`src/rtl/bus_mmio_pkg.sv`:
```
// rtl/bus_mmio_pkg.sv - register offsets, STATUS layout and FSM encoding for the MMIO console
package bus_mmio_pkg;

  // Word offsets decoded from bus_addr[3:2]
  localparam logic [1:0] OFF_DATA   = 2'd0;
  localparam logic [1:0] OFF_STATUS = 2'd1;

  // STATUS bit positions
  localparam int STAT_RX_NE      = 0;
  localparam int STAT_TX_FULL    = 1;
  localparam int STAT_RX_OVF     = 2;
  localparam int STAT_RX_CNT_LSB = 8;
  localparam int STAT_TX_CNT_LSB = 16;
  localparam int STAT_CNT_W      = 5;

  // Read data returned for a DATA read while RX is empty
  localparam logic [31:0] RX_EMPTY_WORD = 32'hFFFF_FFFF;

  typedef enum logic [1:0] {
    ST_IDLE    = 2'd0,
    ST_RESP    = 2'd1,
    ST_WAIT_TX = 2'd2
  } state_t;

  // Assemble the STATUS word; unlisted bits stay zero
  function automatic logic [31:0] build_status(
    input logic                  rx_ne,
    input logic                  tx_full,
    input logic                  rx_ovf,
    input logic [STAT_CNT_W-1:0] rx_cnt,
    input logic [STAT_CNT_W-1:0] tx_cnt
  );
    logic [31:0] s;
    s = '0;
    s[STAT_RX_NE]                         = rx_ne;
    s[STAT_TX_FULL]                       = tx_full;
    s[STAT_RX_OVF]                        = rx_ovf;
    s[STAT_RX_CNT_LSB +: STAT_CNT_W]      = rx_cnt;
    s[STAT_TX_CNT_LSB +: STAT_CNT_W]      = tx_cnt;
    return s;
  endfunction

endpackage

```
`src/rtl/sync_fifo.sv`:
```
// rtl/sync_fifo.sv - single-clock FIFO with same-cycle push/pop and occupancy count
module sync_fifo #(
  parameter  int WIDTH = 8,
  parameter  int DEPTH = 8,
  localparam int AW    = $clog2(DEPTH),
  localparam int CW    = $clog2(DEPTH + 1)
) (
  input  logic             clk,
  input  logic             rst,
  input  logic             push,
  input  logic [WIDTH-1:0] push_data,
  input  logic             pop,
  output logic [WIDTH-1:0] head,
  output logic [CW-1:0]    count,
  output logic             full,
  output logic             empty
);

  logic [WIDTH-1:0] mem [DEPTH];
  logic [AW-1:0]    rd_ptr;
  logic [AW-1:0]    wr_ptr;
  logic             do_push;
  logic             do_pop;

  assign full    = (count == CW'(DEPTH));
  assign empty   = (count == '0);
  assign do_pop  = pop && !empty;
  // A full FIFO still takes a push when the head leaves in the same cycle
  assign do_push = push && (!full || do_pop);
  assign head    = mem[rd_ptr];

  // Storage array; no reset needed, occupancy is tracked by count
  always_ff @(posedge clk) begin
    if (do_push) mem[wr_ptr] <= push_data;
  end

  // Pointers wrap naturally since DEPTH is a power of two
  always_ff @(posedge clk or posedge rst) begin
    if (rst) begin
      rd_ptr <= '0;
      wr_ptr <= '0;
      count  <= '0;
    end else begin
      if (do_push) wr_ptr <= wr_ptr + AW'(1);
      if (do_pop)  rd_ptr <= rd_ptr + AW'(1);
      case ({do_push, do_pop})
        2'b10:   count <= count + CW'(1);
        2'b01:   count <= count - CW'(1);
        default: count <= count;
      endcase
    end
  end

endmodule

```
`src/rtl/bus_mmio_console.sv`:
```
// rtl/bus_mmio_console.sv - memory-mapped byte console with TX/RX FIFOs and a status register
module bus_mmio_console
  import bus_mmio_pkg::*;
#(
  parameter logic [31:0] BASE  = 32'hFFFF_0000,
  parameter int          DEPTH = 8
) (
  input  logic        clk,
  input  logic        rst,
  input  logic [31:0] bus_addr,
  input  logic [31:0] bus_wdata,
  input  logic        bus_rd,
  input  logic        bus_wr,
  output logic [31:0] bus_rdata,
  output logic        bus_ready,
  output logic [7:0]  tx_data,
  output logic        tx_valid,
  input  logic        tx_ready,
  input  logic [7:0]  rx_data,
  input  logic        rx_valid
);

  localparam int CW = $clog2(DEPTH + 1);

  state_t      state, state_next;
  logic [31:0] resp_data, resp_data_next;
  logic [7:0]  hold_byte, hold_byte_next;
  logic        overflow;
  logic        ovf_clear;
  logic        ovf_set;

  logic        hit, rd_req, wr_req;

  logic        tx_push, tx_pop, tx_full, tx_empty;
  logic [7:0]  tx_push_data;
  logic [CW-1:0] tx_count;

  logic        rx_pop, rx_full, rx_empty;
  logic [7:0]  rx_head;
  logic [CW-1:0] rx_count;

  logic        unused_bits;
  assign unused_bits = ^{bus_addr[1:0], bus_wdata[31:8]};

  assign hit    = (bus_addr[31:4] == BASE[31:4]);
  assign rd_req = hit && bus_rd;
  // A simultaneous read and write is treated as a read alone
  assign wr_req = hit && bus_wr && !bus_rd;

  assign tx_valid  = !tx_empty;
  assign tx_pop    = tx_valid && tx_ready;
  assign bus_ready = (state == ST_RESP);
  assign bus_rdata = bus_ready ? resp_data : '0;

  // A byte arriving on a full RX with no pop that cycle is lost
  assign ovf_set = rx_valid && rx_full && !rx_pop;

  sync_fifo #(.WIDTH(8), .DEPTH(DEPTH)) u_tx_fifo (
    .clk       (clk),
    .rst       (rst),
    .push      (tx_push),
    .push_data (tx_push_data),
    .pop       (tx_pop),
    .head      (tx_data),
    .count     (tx_count),
    .full      (tx_full),
    .empty     (tx_empty)
  );

  sync_fifo #(.WIDTH(8), .DEPTH(DEPTH)) u_rx_fifo (
    .clk       (clk),
    .rst       (rst),
    .push      (rx_valid),
    .push_data (rx_data),
    .pop       (rx_pop),
    .head      (rx_head),
    .count     (rx_count),
    .full      (rx_full),
    .empty     (rx_empty)
  );

  // Access state, response word, stalled TX byte and sticky overflow
  always_ff @(posedge clk or posedge rst) begin
    if (rst) begin
      state     <= ST_IDLE;
      resp_data <= '0;
      hold_byte <= '0;
      overflow  <= 1'b0;
    end else begin
      state     <= state_next;
      resp_data <= resp_data_next;
      hold_byte <= hold_byte_next;
      if (ovf_set)        overflow <= 1'b1;
      else if (ovf_clear) overflow <= 1'b0;
    end
  end

  // Decode the access, drive FIFO strobes and pick the next state
  always_comb begin
    state_next     = state;
    resp_data_next = resp_data;
    hold_byte_next = hold_byte;
    tx_push        = 1'b0;
    tx_push_data   = bus_wdata[7:0];
    rx_pop         = 1'b0;
    ovf_clear      = 1'b0;
    case (state)
      ST_IDLE: begin
        if (rd_req) begin
          state_next = ST_RESP;
          case (bus_addr[3:2])
            OFF_DATA: begin
              if (rx_empty) begin
                resp_data_next = RX_EMPTY_WORD;
              end else begin
                rx_pop         = 1'b1;
                resp_data_next = {24'b0, rx_head};
              end
            end
            OFF_STATUS: begin
              ovf_clear      = 1'b1;
              resp_data_next = build_status(!rx_empty, tx_full, overflow,
                                            STAT_CNT_W'(rx_count),
                                            STAT_CNT_W'(tx_count));
            end
            default: resp_data_next = '0;
          endcase
        end else if (wr_req) begin
          resp_data_next = '0;
          state_next     = ST_RESP;
          if (bus_addr[3:2] == OFF_DATA) begin
            if (tx_full) begin
              hold_byte_next = bus_wdata[7:0];
              state_next     = ST_WAIT_TX;
            end else begin
              tx_push = 1'b1;
            end
          end
        end
      end
      ST_RESP: state_next = ST_IDLE;
      ST_WAIT_TX: begin
        if (!tx_full) begin
          tx_push      = 1'b1;
          tx_push_data = hold_byte;
          state_next   = ST_RESP;
        end
      end
      default: state_next = ST_IDLE;
    endcase
  end

endmodule

```
`config.mk`:
```
export PLATFORM = sky130hd
export DESIGN_NAME = bus_mmio_console
export DESIGN_NICKNAME = d
export VERILOG_FILES = /design/src/rtl/bus_mmio_pkg.sv /design/src/rtl/sync_fifo.sv /design/src/rtl/bus_mmio_console.sv
export SDC_FILE = /design/constraint.sdc
export NUM_CORES = 1
export LEC_CHECK = 0
export CORE_ASPECT_RATIO = 1.4
export CORE_MARGIN = 4
export CORE_UTILIZATION = 40
export DETAILED_ROUTE_END_ITERATION = 6
export PLACE_DENSITY = 0.64
export SYNTH_ARGS = -nofsm -noshare
export SYNTH_HDL_FRONTEND = slang
export SYNTH_SLANG_ARGS = --single-unit
```
`constraint.sdc`:
```
create_clock -name clk -period 3.35 [get_ports clk]
set_input_delay 0.67 -clock clk [delete_from_list [all_inputs] [get_ports clk]]
set_output_delay 0.67 -clock clk [all_outputs]
set_load 0.005 [all_outputs]
```
# == Yosys cells after proc, flatten, opt, wreduce, memory -nomap -nowiden ==
# Memory sizes are Yosys's and may differ from the RTL's.
# Index checks and enable logic that the tools add are counted.
# W data, S select, Z words.
# op_classes
add_sub_neg,8
shifts,0
n_mux,33
bitwise,1
n_lt_le_gt_ge,0
n_mul,0
n_reduce_logical,29
div_mod_pow,0
n_eq_ne,12
# ops
cell,count
$mux W32,4
$pmux W32 S2,1
$eq A28 B28 Y1 const B,1
$mux W1,17
$mux W8,2
$pmux W4 S2,2
$add A3 B1 Y3 const B,4
$logic_and A1 B1 Y1,10
$mux W2,5
$add A4 B1 Y4 const B,2
$eq A2 B1 Y1 const B,4
$eq A4 B4 Y1 const B,2
$logic_not A4 Y1,2
$reduce_bool A2 Y1,4
$sub A4 B1 Y4 const B,2
$eq A2 B2 Y1 const B,3
$logic_not A1 Y1,6
$logic_not A2 Y1,2
$pmux W2 S2,1
$reduce_and A2 Y1,2
$reduce_and A4 Y1,1
$ne A3 B3 Y1 const B,1
$logic_or A1 B1 Y1,2
$ne A2 B2 Y1 const B,1
other kinds (2),2
# word_totals
ramBits,128
latch_bits,0
regBits,63
n_memories,2
input_bits,78
rom_bits,0
wordCells,95
output_inout_bits,42
# memory_table
memory,words,word_bits,rd,rd_ports_with_merged_regs,write_ports,line,source
u_rx_fifo.mem,8,8,1,0,1,sync_fifo.sv:19,logic [WIDTH-1:0] mem [DEPTH];
u_tx_fifo.mem,8,8,1,0,1,sync_fifo.sv:19,

# == Depth between registers and ports, before layout ==
# logic_depth
ltp_word,10
ltp_mapped,12
ltp_nobuf,11

# == Hierarchy ==
# A second synthesis with hierarchy kept.
# hier_totals
hier_cells,502
area_unflattened_um2,8055.2
# by_module_without_submodules
module,seq_area_each_um2,n_inst,area_per_inst_um2,cells_each
sync_fifo,2172.1,2,3135.5,165
bus_mmio_console,700.7,1,1784.2,172

# == Worst setup path before layout ==
# Ideal clock, no wire load.
# synth_timing
path_kind,input to register
startpoint,input bus_addr[5]
endpoint,register u_tx_fifo.count[2]
arrival_time_ps,3094
setup_time_ps,132
path_slack_ps,124
path_buffers,1
path_stages,12
required_ps,3218
path_cell_list,nand4b_1 > or3_1 > o31a_1 > clkbuf_1 > or2_2 > ha_1 > xor2_1 > ha_1 > a21oi_1 > xor2_1 > nor2_1 > xor2_1
# synth_via
elab_chain_len,9
elab_cells_between_ends,12
classes_between,eq/ne (3); mux (4); reduce/logical (5)
# synth_rtl
element,line,source
from (decl),bus_mmio_console.sv:10,"input logic [31:0] bus_addr,"
$eq A28 B28 Y1 (*),bus_mmio_console.sv:45,assign hit = (bus_addr[31:4] == BASE[31:4]);
$logic_and A1 B1 Y1 (2 in series),bus_mmio_console.sv:48,assign wr_req = hit && bus_wr && !bus_rd;
$mux W1,bus_mmio_console.sv:128,end else if (wr_req) begin
$mux W1 (*),bus_mmio_console.sv:109,if (rd_req) begin
$pmux W1 S2 (*),bus_mmio_console.sv:107,case (state)
$logic_and A1 B1 Y1 (*),sync_fifo.sv:29,assign do_push = push && (!full || do_pop);
$eq A2 B1 Y1 or $eq A2 B2 Y1 (tied branches),sync_fifo.sv:46,"case ({do_push, do_pop})"
$pmux W4 S2 or $reduce_bool A2 Y1 (tied branches),-,
to (signal assigned),sync_fifo.sv:47,2'b10: count <= count + CW'(1);
to (signal assigned),sync_fifo.sv:48,2'b01: count <= count - CW'(1);
to (signal assigned),sync_fifo.sv:49,default: count <= count;
to (decl),sync_fifo.sv:14,"output logic [CW-1:0] count,"
# Mark *: on every way between the ends. The rest lies on a longest branch, timed or not.
# A chain may end at the register's enable or synchronous reset.

# == Worst setup path in the final report ==
# layout_timing
startpoint,input bus_addr[3]
endpoint,register u_rx_fifo.count[3]
# layout_via
elab_chain_len,9
elab_cells_between_ends,11
classes_between,eq/ne (2); mux (4); reduce/logical (5)
# layout_rtl
element,line,source
$logic_not A2 Y1 (*),bus_mmio_console.sv:111,case (bus_addr[3:2])
$mux W1 (*),bus_mmio_console.sv:111,
$mux W1 (*),bus_mmio_console.sv:109,
$mux W1 (*),bus_mmio_console.sv:107,
$logic_and A1 B1 Y1 (*),sync_fifo.sv:27,assign do_pop = pop && !empty;
$logic_or A1 B1 Y1,sync_fifo.sv:29,
$logic_and A1 B1 Y1,sync_fifo.sv:29,
$eq A2 B1 Y1 or $eq A2 B2 Y1 (tied branches),sync_fifo.sv:46,
$pmux W4 S2 or $reduce_bool A2 Y1 (tied branches),-,
to (signal assigned),sync_fifo.sv:47,
to (signal assigned),sync_fifo.sv:48,
to (signal assigned),sync_fifo.sv:49,
to (decl),sync_fifo.sv:14,
# Marks and branches as above.

==> run_summary.xml <==
<?xml version="1.0" encoding="UTF-8"?>
<metrics>
  <group name="run_status">
    <metric name="run_status" unit="">completed</metric>
  </group>
  <group name="detailed_routing">
    <metric name="route.detailed.drc" unit="">0</metric>
    <metric name="totalWireLength" unit="um">18300</metric>
    <metric name="drt_iter0_drc" unit="">313</metric>
    <metric name="detail_route.first_pass.iterations" unit="">4</metric>
    <metric name="antenna_left" unit="">0</metric>
    <metric name="routed_via_density" unit="">5.40</metric>
    <metric name="routed-via-count" unit="">4917</metric>
    <metric name="wl_per_cell" unit="um">20.1</metric>
  </group>
  <group name="synthesis">
    <metric name="mappedNetlistNets" unit="">618</metric>
    <metric name="synth_top_flop_cell" unit="">edfxtp_1</metric>
    <metric name="synth.cell_area" unit="sq um">8010</metric>
    <metric name="syn-instance-count" unit="">529</metric>
    <metric name="synth.yosys.seq_area_share" unit="%">63.0</metric>
    <metric name="synth_enable_flop_cells" unit="">128</metric>
    <metric name="synth_area_per_cell" unit="sq um">15.1</metric>
    <metric name="synth_async_sr_flop_share" unit="%">27.3</metric>
    <metric name="yosys_warnings" unit="">0</metric>
    <metric name="synth.distinct_cells" unit="">57</metric>
    <metric name="ys_seq_elements" unit="">176</metric>
  </group>
  <group name="floorplanning">
    <metric name="boundaryPins" unit="">120</metric>
    <metric name="die_area" unit="sq um">22400</metric>
    <metric name="design.core.area" unit="sq um">19800</metric>
    <metric name="die_h" unit="um">175</metric>
    <metric name="initial_utilization" unit="%">40.5</metric>
    <metric name="rows" unit="">61</metric>
    <metric name="die_w" unit="um">128</metric>
  </group>
  <group name="clock_network">
    <metric name="clkTransAtPathRegs" unit="ns">0.07</metric>
    <metric name="tritoncts_clock_tree" unit="">built</metric>
    <metric name="cts.path.max_buffers" unit="">2</metric>
    <metric name="cts_made_buffers" unit="">17</metric>
    <metric name="clock-root-buffer" unit="">clkbuf_16</metric>
    <metric name="clock_insertion_delay_worst_skew" unit="ns">0.44</metric>
    <metric name="numClockSinks" unit="">176</metric>
    <metric name="htree_num_levels" unit="">4</metric>
  </group>
  <group name="power">
    <metric name="pwr-share-seq" unit="%">46.0</metric>
    <metric name="switching_share" unit="%">28.8</metric>
    <metric name="cell_internal_pwr" unit="mW">4.37</metric>
    <metric name="power.static_leakage" unit="nW">3.57</metric>
    <metric name="power_per_cell_area" unit="nW/um^2">610</metric>
    <metric name="pwr-share-comb" unit="%">21.0</metric>
    <metric name="power_switching" unit="mW">1.77</metric>
    <metric name="share_clk_of_total_power" unit="%">33.0</metric>
    <metric name="irDropWorstVdd" unit="mV">0.349</metric>
  </group>
  <group name="sta">
    <metric name="layout_setup_ws" unit="ns">0.138</metric>
    <metric name="final-hold-violation-count" unit="">0</metric>
    <metric name="final_period_minus_worst_setup_slack" unit="ns">3.21</metric>
    <metric name="report.final.setup_viol" unit="">0</metric>
    <metric name="grt_setup_unrepaired" unit="">no</metric>
    <metric name="headroom_to_the_max_slew_limit" unit="%">42.5</metric>
    <metric name="layout_worst_path_cycle_share" unit="%">95.9</metric>
    <metric name="slew_viol_final" unit="">0</metric>
    <metric name="max_slew.worst_pin.slew" unit="ns">0.863</metric>
    <metric name="clock.fmax" unit="MHz">311</metric>
    <metric name="hold-worst-slack" unit="ns">0.492</metric>
    <metric name="fin_worst_skew" unit="ns">0.0205</metric>
    <metric name="timing.setup.tns" unit="ns">0</metric>
  </group>
  <group name="layout">
    <metric name="final.fill_count" unit="">1637</metric>
    <metric name="antenna_cells" unit="">0</metric>
    <metric name="layout.cells.most_common_list" unit="">edfxtp_1 (128), clkdlybuf4s50_1 (93), buf_4 (54)</metric>
    <metric name="instances_no_fill" unit="">911</metric>
    <metric name="final_cell_area" unit="sq um">10100</metric>
    <metric name="nNetsFinal" unit="">735</metric>
    <metric name="share_of_post_route_cells_with_drive_strength_above_1" unit="%">24.4</metric>
    <metric name="layout_commonest_cell" unit="">edfxtp_1</metric>
    <metric name="syn_to_final_growth" unit="%">25.6</metric>
  </group>
  <group name="placed_design">
    <metric name="detailedPlace.worstSlack" unit="ns">-0.471</metric>
    <metric name="detailed_place_hpwl" unit="um">13000</metric>
    <metric name="numPlacedInstances" unit="">878</metric>
    <metric name="portBuffers" unit="">93</metric>
    <metric name="gp_routability_congestion" unit="">0.808</metric>
    <metric name="dpl_cell_area" unit="sq um">9400</metric>
  </group>
  <group name="grt">
    <metric name="pin_count_of_the_biggest_net_entering_global_routing" unit="">25</metric>
    <metric name="grt-ovfl-total" unit="">0</metric>
    <metric name="global_route.usage.total" unit="%">17.0</metric>
    <metric name="grt_pass1_wl" unit="um">29200</metric>
    <metric name="number_of_antenna_violations_at_the_first_check_in_global_routing" unit="">0</metric>
    <metric name="first_global_vias" unit="">5339</metric>
  </group>
  <group name="worst_setup_path">
    <metric name="critPathArrivalTime" unit="ns">3.57</metric>
    <metric name="worst_path_max_delay_cell" unit="">or4b_1</metric>
    <metric name="critical_path_peak_fanout" unit="">2</metric>
    <metric name="endpoint_kind" unit="">flip-flop</metric>
    <metric name="cp-start-kind" unit="">input port</metric>
    <metric name="path_delay_family" unit="">simple AND/OR/NAND/NOR gates</metric>
    <metric name="critical_path_class" unit="">in -&gt; reg</metric>
    <metric name="timing.critical_path.required" unit="ns">3.71</metric>
    <metric name="path_cells" unit="">clkdlybuf4s50_1, or4b_1, or4_4, nor3_2, o21ai_1, ha_2, ha_1, a21o_1, a21oi_1, mux2i_1, xnor2_1</metric>
    <metric name="critPathMaxStageDelay" unit="ns">0.55</metric>
    <metric name="path_buf_inv" unit="">1</metric>
  </group>
  <group name="hold_path">
    <metric name="holdCritPathClass" unit="">reg -&gt; reg</metric>
  </group>
  <group name="flow_run">
    <metric name="max_cap_viol_count" unit="">0</metric>
  </group>
</metrics>
registers in the layout, indices dropped and copies added (netlist names), 3 cells and up:
| signal | cells |
|---|---|
| u_tx_fifo.wr_ptr | 3 |
| resp_data | 17 |
| hold_byte | 8 |
| u_rx_fifo.mem | 64 |
| u_rx_fifo.count | 4 |
| u_tx_fifo.rd_ptr | 3 |
| u_tx_fifo.count | 4 |
| u_rx_fifo.rd_ptr | 3 |
| u_rx_fifo.wr_ptr | 3 |
| u_tx_fifo.mem | 64 |
cells in the mapped netlist, types with 4 or more instances:
| cell | count | area, sq um |
|---|---|---|
| o2bb2ai_1 | 6 | 52.6 |
| nor4b_1 | 4 | 35.0 |
| buf_1 | 4 | 15.0 |
| mux2i_1 | 4 | 40.0 |
| dfrtp_1 | 48 | 1200 |
| o22a_1 | 5 | 43.8 |
| nor2b_1 | 4 | 25.0 |
| and2_1 | 20 | 125 |
| nand2_1 | 16 | 60.1 |
| nor2_1 | 14 | 52.6 |
| buf_4 | 15 | 113 |
| nor3_1 | 8 | 40.0 |
| nor4_1 | 14 | 87.6 |
| nand2b_1 | 10 | 62.6 |
| clkbuf_1 | 27 | 101 |
| or3_1 | 5 | 31.3 |
| ha_1 | 10 | 125 |
| a32o_1 | 5 | 50.1 |
| o31ai_1 | 5 | 37.5 |
| mux4_2 | 32 | 721 |
| xnor2_1 | 6 | 52.6 |
| nand4_1 | 13 | 81.3 |
| a21oi_1 | 13 | 65.1 |
| edfxtp_1 | 128 | 3840 |
| o21ai_0 | 10 | 50.1 |
| mux2_2 | 28 | 315 |
| xor2_1 | 5 | 43.8 |
| inv_1 | 8 | 30.0 |
| nand3_1 | 11 | 55.1 |
repair_timing:
action / CTS / global route
hold buffers: 0 / 0
pin swaps: 0 / 3
buffers inserted: 0 / 1
endpoints found under the setup margin: 1 / 4
gates resized for setup: 1 / 8
through the flow:
step / util [%] / power [mW]
final: 50.8 / 6.13
after global routing: 50.8 / 6.45
after global placement: 47.5 / 4.10
after floorplan: - / 3.63
after CTS: 50.7 / 6.20
after detailed placement: 47.5 / 4.16
routing by layer:
metal	wire length (um)	vias to the layer above	GRT usage, %
met5	0	-	0
met4	152	0	5.01
met3	513	14	3.35
met2	10400	79	31.3
met1	7300	2508	19.9
li1	-	2316	-
kinds of logic (layout without fill, tap and decap cells):
| family | after synthesis | count (layout) | synth area share (%) |
|---|---|---|---|
| AOI/OAI and AO/OA | 70 | 70 | 6.60 |
| xor gates and xnor gates | 11 | 11 | 1.20 |
| adders and majority gates | 11 | 11 | 1.81 |
| buffers and inverters | 57 | 187 | 3.50 |
| DFF | 176 | 176 | 63.0 |
| muxes | 64 | 64 | 13.4 |
| and+or+nand+nor | 140 | 140 | 10.4 |
path summary, 6_finish.rpt:
kind	start	endpoint	slack, ns	depth (start not counted)
setup / recovery	bus_addr[3]	u_rx_fifo.count[3]	0.14	11
hold reg to reg	resp_data[4]	resp_data[4]	0.49	1
setup reg to reg	state[0]	u_rx_fifo.count[3]	0.40	10
hold / removal	resp_data[4]	resp_data[4]	0.49	1
min in group asynchronous	rst	resp_data[5]	0.53	2
max in group asynchronous	rst	u_tx_fifo.count[3]	2.14	3
power by group through the flow:
stage | Combinational [mW] | Clock [mW] | Sequential (mW)
2_1_floorplan | 0.961 | 0 | 2.67
6_report | 1.29 | 2.02 | 2.82
5_1_grt | 1.42 | 2.18 | 2.85
4_1_cts | 1.31 | 2.07 | 2.82
3_5_place_dp | 1.30 | 0 | 2.86
3_3_place_gp | 1.26 | 0 | 2.84
area by class of cell:
class,count,area [sq um],share of cell area (%)
tap,252,315,3.14
inverter,8,30.0,0.299
clock buffer,17,425,4.23
clock inverter,15,189,1.88
multi-input combinational,296,2710,27.0
sequential,176,5040,50.2
timing repair buffer,147,1340,13.3
No activity file was read; power rests on OpenSTA's default activity.
